File: src/rtl/decode_pkg.sv
// Shared opcode constants and immediate-format encoding for the RV32 decode stage.
package decode_pkg;

  localparam logic [6:0] OP_IMM   = 7'b0010011;
  localparam logic [6:0] LOAD     = 7'b0000011;
  localparam logic [6:0] JALR     = 7'b1100111;
  localparam logic [6:0] SYSTEM   = 7'b1110011;
  localparam logic [6:0] STORE    = 7'b0100011;
  localparam logic [6:0] BRANCH   = 7'b1100011;
  localparam logic [6:0] LUI      = 7'b0110111;
  localparam logic [6:0] AUIPC    = 7'b0010111;
  localparam logic [6:0] JAL      = 7'b1101111;
  localparam logic [6:0] OP       = 7'b0110011;
  localparam logic [6:0] MISC_MEM = 7'b0001111;

  typedef enum logic [2:0] {
    FMT_R = 3'd0,
    FMT_I = 3'd1,
    FMT_S = 3'd2,
    FMT_B = 3'd3,
    FMT_U = 3'd4,
    FMT_J = 3'd5
  } imm_fmt_e;

endpackage

File: src/rtl/decode_if.sv
// Fetch-side and execute-side handshake bundle of the decode stage.
import decode_pkg::*;

interface decode_if #(
  parameter int DW   = 32,
  parameter int XLEN = 32,
  parameter int PCW  = 32
);
  logic            in_valid;
  logic            in_ready;
  logic [DW-1:0]   in_instr;
  logic [PCW-1:0]  in_pc;
  logic            flush;
  logic            out_valid;
  logic            out_ready;
  logic [PCW-1:0]  out_pc;
  logic [6:0]      opcode;
  logic [4:0]      rd;
  logic [4:0]      rs1;
  logic [4:0]      rs2;
  logic [2:0]      funct3;
  logic [6:0]      funct7;
  logic [XLEN-1:0] imm;
  imm_fmt_e        imm_fmt;
  logic            illegal;

  // slave = the decode stage, master = its fetch/execute neighbours
  modport slave (
    input  in_valid, in_instr, in_pc, flush, out_ready,
    output in_ready, out_valid, out_pc, opcode, rd, rs1, rs2,
           funct3, funct7, imm, imm_fmt, illegal
  );
  modport master (
    output in_valid, in_instr, in_pc, flush, out_ready,
    input  in_ready, out_valid, out_pc, opcode, rd, rs1, rs2,
           funct3, funct7, imm, imm_fmt, illegal
  );
endinterface

File: src/rtl/decode_imm_gen.sv
// Combinational opcode classifier and sign-extended immediate generator.
import decode_pkg::*;

module imm_gen #(
  parameter int XLEN = 32
) (
  input  logic [31:0]     i_instr,
  output logic [XLEN-1:0] o_imm,
  output imm_fmt_e        o_fmt,
  output logic            o_illegal
);

  logic [31:0] w_raw;

  always_comb begin
    o_fmt     = FMT_R;
    o_illegal = 1'b0;
    case (i_instr[6:0])
      OP_IMM, LOAD, JALR, SYSTEM: o_fmt = FMT_I;
      STORE:                      o_fmt = FMT_S;
      BRANCH:                     o_fmt = FMT_B;
      LUI, AUIPC:                 o_fmt = FMT_U;
      JAL:                        o_fmt = FMT_J;
      OP, MISC_MEM:               o_fmt = FMT_R;
      default:                    o_illegal = 1'b1;
    endcase
  end

  always_comb begin
    w_raw = 32'd0;
    case (o_fmt)
      FMT_I: w_raw = {{20{i_instr[31]}}, i_instr[31:20]};
      FMT_S: w_raw = {{20{i_instr[31]}}, i_instr[31:25], i_instr[11:7]};
      FMT_B: w_raw = {{19{i_instr[31]}}, i_instr[31], i_instr[7],
                      i_instr[30:25], i_instr[11:8], 1'b0};
      FMT_U: w_raw = {i_instr[31:12], 12'd0};
      FMT_J: w_raw = {{11{i_instr[31]}}, i_instr[31], i_instr[19:12],
                      i_instr[20], i_instr[30:21], 1'b0};
      default: w_raw = 32'd0;
    endcase
  end

  // signed size cast widens to XLEN by replicating bit 31
  assign o_imm = XLEN'($signed(w_raw));

endmodule

File: src/rtl/decode_stage.sv
// RV32 decode stage: one output register behind a valid/ready handshake with flush.
import decode_pkg::*;

module decode_stage #(
  parameter int DW   = 32,
  parameter int XLEN = 32,
  parameter int PCW  = 32
) (
  input logic     clk,
  input logic     arst_n,
  decode_if.slave bus
);

  if (DW != 32) begin : g_bad_dw
    $error("decode_stage: DW must be 32");
  end
  if (XLEN < 32) begin : g_bad_xlen
    $error("decode_stage: XLEN must be >= 32");
  end

  logic [XLEN-1:0] w_imm;
  imm_fmt_e        w_fmt;
  logic            w_illegal;
  logic            w_accept;

  logic            r_valid;
  logic [PCW-1:0]  r_pc;
  logic [31:0]     r_instr;
  logic [XLEN-1:0] r_imm;
  imm_fmt_e        r_fmt;
  logic            r_illegal;

  imm_gen #(.XLEN(XLEN)) u_imm_gen (
    .i_instr   (bus.in_instr),
    .o_imm     (w_imm),
    .o_fmt     (w_fmt),
    .o_illegal (w_illegal)
  );

  // out_ready feeds in_ready combinationally: no skid buffer
  assign bus.in_ready = !r_valid || bus.out_ready;
  assign w_accept     = bus.in_valid && bus.in_ready;

  always_ff @(posedge clk or negedge arst_n) begin
    if (!arst_n) begin
      r_valid   <= 1'b0;
      r_pc      <= '0;
      r_instr   <= '0;
      r_imm     <= '0;
      r_fmt     <= FMT_R;
      r_illegal <= 1'b0;
    end else if (bus.flush) begin
      r_valid   <= 1'b0;
    end else if (w_accept) begin
      r_valid   <= 1'b1;
      r_pc      <= bus.in_pc;
      r_instr   <= bus.in_instr;
      r_imm     <= w_imm;
      r_fmt     <= w_fmt;
      r_illegal <= w_illegal;
    end else if (bus.out_ready) begin
      r_valid   <= 1'b0;
    end
  end

  assign bus.out_valid = r_valid;
  assign bus.out_pc    = r_pc;
  assign bus.opcode    = r_instr[6:0];
  assign bus.rd        = r_instr[11:7];
  assign bus.funct3    = r_instr[14:12];
  assign bus.rs1       = r_instr[19:15];
  assign bus.rs2       = r_instr[24:20];
  assign bus.funct7    = r_instr[31:25];
  assign bus.imm       = r_imm;
  assign bus.imm_fmt   = r_fmt;
  assign bus.illegal   = r_illegal;

endmodule

File: src/flat_wrapper.sv
// flat-port wrapper written by rule: the top's interface ports become plain ports
module decode_stage_flat 
#(
  parameter int DW   = 32,
  parameter int XLEN = 32,
  parameter int PCW  = 32
)
  (clk, arst_n, bus_in_valid, bus_in_instr, bus_in_pc, bus_flush, bus_out_ready, bus_in_ready, bus_out_valid, bus_out_pc, bus_opcode, bus_rd, bus_rs1, bus_rs2, bus_funct3, bus_funct7, bus_imm, bus_imm_fmt, bus_illegal);
  decode_if #(.DW(DW), .XLEN(XLEN), .PCW(PCW)) bus_i ();
  input logic clk;
  input logic arst_n;
  input wire logic [$bits(bus_i.in_valid)-1:0] bus_in_valid;
  input wire logic [$bits(bus_i.in_instr)-1:0] bus_in_instr;
  input wire logic [$bits(bus_i.in_pc)-1:0] bus_in_pc;
  input wire logic [$bits(bus_i.flush)-1:0] bus_flush;
  input wire logic [$bits(bus_i.out_ready)-1:0] bus_out_ready;
  output wire logic [$bits(bus_i.in_ready)-1:0] bus_in_ready;
  output wire logic [$bits(bus_i.out_valid)-1:0] bus_out_valid;
  output wire logic [$bits(bus_i.out_pc)-1:0] bus_out_pc;
  output wire logic [$bits(bus_i.opcode)-1:0] bus_opcode;
  output wire logic [$bits(bus_i.rd)-1:0] bus_rd;
  output wire logic [$bits(bus_i.rs1)-1:0] bus_rs1;
  output wire logic [$bits(bus_i.rs2)-1:0] bus_rs2;
  output wire logic [$bits(bus_i.funct3)-1:0] bus_funct3;
  output wire logic [$bits(bus_i.funct7)-1:0] bus_funct7;
  output wire logic [$bits(bus_i.imm)-1:0] bus_imm;
  output wire logic [$bits(bus_i.imm_fmt)-1:0] bus_imm_fmt;
  output wire logic [$bits(bus_i.illegal)-1:0] bus_illegal;
  assign bus_i.in_valid = bus_in_valid;
  assign bus_i.in_instr = bus_in_instr;
  assign bus_i.in_pc = bus_in_pc;
  assign bus_i.flush = bus_flush;
  assign bus_i.out_ready = bus_out_ready;
  assign bus_in_ready = bus_i.in_ready;
  assign bus_out_valid = bus_i.out_valid;
  assign bus_out_pc = bus_i.out_pc;
  assign bus_opcode = bus_i.opcode;
  assign bus_rd = bus_i.rd;
  assign bus_rs1 = bus_i.rs1;
  assign bus_rs2 = bus_i.rs2;
  assign bus_funct3 = bus_i.funct3;
  assign bus_funct7 = bus_i.funct7;
  assign bus_imm = bus_i.imm;
  assign bus_imm_fmt = bus_i.imm_fmt;
  assign bus_illegal = bus_i.illegal;
  decode_stage #(.DW(DW), .XLEN(XLEN), .PCW(PCW)) u_core (.clk(clk), .arst_n(arst_n), .bus(bus_i));
endmodule
File: config.mk
export PLATFORM = sky130hd
export DESIGN_NAME = decode_stage_flat
export DESIGN_NICKNAME = d
export VERILOG_FILES = /design/src/rtl/decode_pkg.sv /design/src/rtl/decode_if.sv /design/src/rtl/decode_imm_gen.sv /design/src/rtl/decode_stage.sv /design/src/flat_wrapper.sv
export SDC_FILE = /design/constraint.sdc
export NUM_CORES = 1
export LEC_CHECK = 0
export ABC_AREA = 0
export CORE_UTILIZATION = 43
export CTS_BUF_LIST = sky130_fd_sc_hd__clkbuf_8
export DETAILED_ROUTE_END_ITERATION = 8
export GPL_TIMING_DRIVEN = 1
export PLACE_DENSITY = 0.82
export SETUP_SLACK_MARGIN = 0.4
export SYNTH_ARGS = -nofsm -noshare
export SYNTH_HDL_FRONTEND = slang
export SYNTH_HIERARCHICAL = 1
export SYNTH_SLANG_ARGS = --single-unit
File: constraint.sdc
create_clock -name clk -period 2.1 [get_ports clk]
set_input_delay 0.42 -clock clk [delete_from_list [all_inputs] [get_ports clk]]
set_output_delay 0.42 -clock clk [all_outputs]
set_load 0.05 [all_outputs]
==> results of run 1 <==
[cell usage after synthesis, drive strengths merged (2+ instances only)]
cell / count
dfrtp: 101
nand3: 4
a31oi: 2
mux2: 100
buf: 17
nor4: 2
inv: 3
nor2b: 4
nor3b: 2
clkinv: 2
nand2: 13
nor2: 4
nand2b: 4
a21oi: 3
o22ai: 3
a211oi: 2
and2: 6
a21o: 20
nor3: 2
o21ai: 4
[metal layers]
layer / global-route usage / vias to the layer above
li1: - / 1487
met1: 0.2545 / 1617
met2: 0.3315 / 116
met3: 0.05918 / 11
met4: 0.06081 / 0
met5: 0 / -
[registers in the layout (all words and copies together) (netlist names)]
register	cells
u_core/bus.imm	32
u_core/r_instr	32
u_core/bus.out_pc	32
u_core/bus.out_valid	1
u_core/bus.imm_fmt	3
u_core/bus.illegal	1
[final timing paths]
kind	slack, ns	cells after the start	to	start
setup reg to reg	0.50	5	u_core/bus.out_pc[20]	u_core/bus.out_valid
hold / removal	0.03	1	u_core/r_instr[0]	arst_n
max in group asynchronous	1.45	2	u_core/bus.imm[0]	arst_n
min in group clk	0.52	1	u_core/r_instr[31]	u_core/r_instr[31]
hold reg to reg	0.52	1	u_core/r_instr[31]	u_core/r_instr[31]
setup / recovery	0.42	6	u_core/bus.out_pc[20]	bus_out_ready
[worst max-delay path: cells and delay by family]
| family | cells | cell delay (ns) |
|---|---|---|
| buffers and inverters | 3 | 0.91 |
| multiplexers | 1 | 0.33 |
| AND/OR/NAND/NOR | 2 | 0.25 |
[cell families after synthesis]
| logic type | after synthesis | synth area share |
|---|---|---|
| AND/OR/NAND/NOR | 45 | 0.06090 |
| XOR/XNOR | 1 | 0.001777 |
| flip-flops | 101 | 0.5126 |
| buffers and inverters | 23 | 0.05937 |
| AO/OA/AOI/OAI | 37 | 0.05887 |
| multiplexers | 101 | 0.3065 |
[placed cells by master, fill, tap and decap left out, types with 5 or more instances in the layout]
master	instances
mux2_4	100
dfrtp_1	100
clkbuf_2	77
clkdlybuf4s50_1	60
buf_4	28
a21o_1	20
clkdlybuf4s15_1	15
nand2_1	12
clkbuf_8	10
clkdlybuf4s15_2	9
buf_12	7
dlygate4sd2_1	6
and2_1	6
clkinv_4	5
[what timing repair did]
| item | CTS | global route |
|---|---|---|
| pin swaps | 2 | 0 |
| buffers inserted | 2 | 0 |
| resized for setup | 188 | 114 |
| endpoints found under the setup margin | 133 | 95 |
| cloned | 1 | 0 |
[through the flow]
stage	total power [mW]	setup TNS [ns]	cells
6_report	5.494	0	651
3_5_place_dp	4.551	-5.335	632
2_1_floorplan	3.760	0	308
5_1_grt	5.754	0	651
3_3_place_gp	4.510	-3.618	632
4_1_cts	5.629	0	651
[layout make-up]
class	instances	share of cell area
clock inverters	6	0.008185
flip-flops and latches	101	0.3759
multi-input cells	184	0.3155
inverters	5	0.003534
well taps	140	0.02604
clock buffers	10	0.02046
repair buffers	205	0.2504
[power groups by stage]
stage | registers (mW) | logic [mW] | clock network [mW]
after floorplan | 3.20 | 0.558 | 0
after global placement | 2.35 | 2.16 | 0
after detailed placement | 2.36 | 2.19 | 0
after CTS | 2.33 | 2.06 | 1.24
after global routing | 2.36 | 2.05 | 1.34
final | 2.33 | 1.97 | 1.19
==> impl_metrics.tcl, run 1 <==
set metrics [dict create \
    netlist_instances 308 \
    finalWirelength_um 11650 \
    synthTopCellsByArea "dfrtp_1 51%, mux2_4 30%, buf_12 4.5%" \
    setup_viol 0 \
    nets 575 \
    synth_edf_count 0 \
    design_area_mm2 0.006726 \
    hold_buffers 0 \
    arrival_ns 1.93 \
    setup_slack_ns 0.4203 \
    hold_path_class "primary input to async pin" \
    critical_path_class "primary input to flop" \
    grt_pass1_vias 3487 \
    cts_tree "built" \
    drc 0 \
    vias 3231 \
    hold_viol 0 \
    portBuffers 170 \
    clockBufferDepth 2 \
    pwr-share-comb 0.359 \
    num-fill-cells 880 \
    antenna_left 0 \
    path_cells "clkdlybuf4s50_1 -> nor2b_4 -> nor3b_4 -> buf_4 -> buf_16 -> mux2_4" \
    die_width_um 109.1 \
    wl_met1_um 4964 \
    antenna_found_initial 0 \
    synth_nets 377 \
    cp-end-kind "flop" \
    cts_buffers 9 \
    utilization 0.6124 \
    insertion_delay_ns 0.36 \
    p_sw_mw 2.104 \
    p_int_mw 3.391 \
    die_area_mm2 0.01190 \
    num_antenna_cells 0 \
    root_buffer "clkbuf_8" \
    fin_crit_sh 0.7998 \
    area_growth_pct 36.41 \
    ir_drop_v 0.0004762 \
    synth_area_mm2 0.004931 \
    ys_seq_elements 101 \
    synth_cell_type_count 39 \
    yosys.area.top_type "dfrtp_1" \
    grt.total_usage 0.2013 \
    power_density_mw_per_mm2 816.8 \
    coreArea_mm2 0.01098 \
    crit_fanout 28 \
    grt_pass1_wl_um 18240 \
    required_ns 2.35 \
    grt_max_degree 43 \
    worst_pin_slew_ns 0.5639 \
    grt_overflow 0 \
    power_frac_seq 0.424 \
    drive_gt1_frac 0.5068 \
    wl_per_cell_um 17.89 \
    cts_sinks 101 \
    drv_slew 0 \
    ios 171 \
    num_rows 38 \
    hold_ws_ns 0.02893 \
    cp-start-kind "primary input" \
    dp_hpwl_um 8595 \
    die_h_um 109.1 \
    dp_slack_ns -0.2841 \
    period_minus_slack_ns 1.680 \
    synth.top_cell.area_share 0.5126 \
    relSlewSlack 0.6241 \
    dpl-instance-area_mm2 0.006869 \
    cts.clk_slew.worst_paths_ns 0.10 \
    p_sw_frac 0.3829 \
    drt_first_pass_iters 4 \
    power_leakage_nw 3.376 \
    dr_wl_met3_um 847 \
    max-cap-violations 0 \
    critPathSlowestCell "clkdlybuf4s50_1" \
    via_per_inst 4.963 \
    layout.area.seq_mm2 0.002529 \
    drt_iter0_drc 159 \
    initial_core_util 0.4490 \
    synthArstFlopShare 1.000 \
    routabilityCongestion 0.8071 \
    rsz0062_at_grt "yes" \
    status "finished clean" \
    slowest_delay_ns 0.51 \
    met2WireLength_um 5696 \
    syn_avg_cell_area_um2 16.01 \
    multi_input_area_mm2 0.002122 \
    p_clk_frac 0.217 \
    finalClockSkew_ns 0.01185 \
    htreeDepth 3 \
    routed.top_layer "met4" \
    max_freq_mhz 595.4 \
    yosysWarnings 6 \
    yosysSeqAreaShare 0.5126 \
    synthFlopType "dfrtp_1" \
]
Note: power is estimated with default switching activity, not from simulation.
==> run 2, diff against run 1 <==
Clock period 2.1 ns to 1.6 ns, I/O delays scaled along.
==> impl_metrics.tcl, run 2 (synthesis results as in run 1) <==
set metrics [dict create \
    dpl-instance-area_mm2 0.006807 \
    grt_overflow 0 \
    ir_drop_v 0.0007413 \
    design_area_mm2 0.007901 \
    die_area_mm2 0.01190 \
    path_buf_inv 2 \
    hold_path_class "primary input to async pin" \
    power_density_mw_per_mm2 1029 \
    die_h_um 109.1 \
    dpl.cell_count 642 \
    clockBufferDepth 2 \
    area_growth_pct 60.24 \
    utilization 0.7194 \
    crit_fanout 13 \
    grt_pass1_wl_um 19040 \
    num_rows 38 \
    required_ns 1.84 \
    power_leakage_nw 3.953 \
    drt_first_pass_iters 4 \
    slowest_delay_ns 0.41 \
    antenna_left 0 \
    cp_common_cell "buf_12" \
    cp-start-kind "flop" \
    vias 3497 \
    routabilityCongestion 0.8032 \
    antenna_found_initial 0 \
    relSlewSlack 0.7069 \
    grt.total_usage 0.2130 \
    finalWirelength_um 13020 \
    max-cap-violations 0 \
    coreArea_mm2 0.01098 \
    reg2reg_depth 5 \
    drt_iter0_drc 139 \
    status "finished clean" \
    root_buffer "clkbuf_8" \
    num_antenna_cells 0 \
    dp_hpwl_um 8274 \
    die_width_um 109.1 \
    nets 651 \
    portBuffers 170 \
    cts.clk_slew.worst_paths_ns 0.10 \
    cts_buffers 9 \
    cp_num_cells 5 \
    critPathSlowestCell "dfrtp_2" \
    period_minus_slack_ns 1.590 \
    arrival_ns 1.83 \
    layout.cells.non_filler 726 \
    cts_sinks 101 \
    cp-end-kind "flop" \
    ios 171 \
    mostFrequentLayoutCells "100 x buf_4, 100 x mux2_4, 100 x dfrtp_1" \
    wl_per_cell_um 17.94 \
    cpLargestDelayFamily "flip-flops" \
    grt_max_degree 47 \
    drc 0 \
    initial_core_util 0.4490 \
    insertion_delay_ns 0.36 \
    htreeDepth 3 \
    worst_pin_slew_ns 0.4397 \
    hold_ws_ns 0.4468 \
    cts_tree "built" \
    grt_pass1_vias 3667 \
    via_per_inst 4.817 \
    rsz0062_at_grt "yes" \
    drive_gt1_frac 0.5990 \
    hold_viol 0 \
    drv_slew 0 \
    finalClockSkew_ns 0.01154 \
    fin_crit_sh 0.9936 \
    setup_viol 0 \
    critical_path_class "flop to flop" \
    max_freq_mhz 629.0 \
    path_cells "nor2b_4 -> nor3b_4 -> buf_12 -> buf_12 -> mux2_4" \
]
==> run 2: final cells by class <==
class | count | area (um2)
Clock inverter | 4 | 47.55
Tap cell | 140 | 175.2
Sequential cell | 101 | 2529
Inverter | 5 | 23.77
Clock buffer | 11 | 151.4
Timing Repair Buffer | 281 | 2848
Fill cell | 701 | 3082
Multi-Input combinational cell | 184 | 2127
==> run 2: repair_timing <==
item	CTS	global route
cloned	0	0
pin swaps	4	0
gates resized for setup	111	2
hold buffers	1	0
endpoints found under the setup margin	202	202
setup buffers	44	24
endpoints found under the hold margin	30	0
==> run 2: through the flow <==
step	power (mW)	TNS (ns)	worst slack, ns
final	8.127	0	0.01027
after global placement	5.860	-37.38	-0.5991
after CTS	7.989	0	0.02381
after global routing	8.432	-0.9792	-0.03199
after floorplan	4.935	-2.728	-0.02728
after detailed placement	5.905	-39.94	-0.6715
==> run 2: worst paths after layout <==
path                                         endpoint                   from  slack (ns)
worst max register to register  u_core/bus.out_pc[15]   u_core/bus.out_valid        0.01
max in group asynchronous       u_core/bus.out_pc[23]                 arst_n        0.56
worst min register to register  u_core/bus.out_pc[23]  u_core/bus.out_pc[23]        0.54
worst max-delay path            u_core/bus.out_pc[15]   u_core/bus.out_valid        0.01
min in group clk                    u_core/r_instr[0]        bus_in_instr[0]        0.47
worst min-delay path                u_core/r_instr[0]                 arst_n        0.45
==> run 2: power breakdown <==
| group | switching, mW | internal [mW] | total [mW] |
|---|---|---|---|
| combinational | 1.74 | 1.59 | 3.33 |
| clock | 0.874 | 0.796 | 1.67 |
| sequential | 0.256 | 2.87 | 3.12 |
| total | 2.87 | 5.26 | 8.13 |
==> run 2: per-layer routing <==
metal	vias to the layer above	wire length, um	track usage
met2	110	6668	0.3670
met5	-	0	0
met1	1740	5418	0.2590
met4	0	216	0.08108
li1	1633	-	-
met3	14	720	0.04662
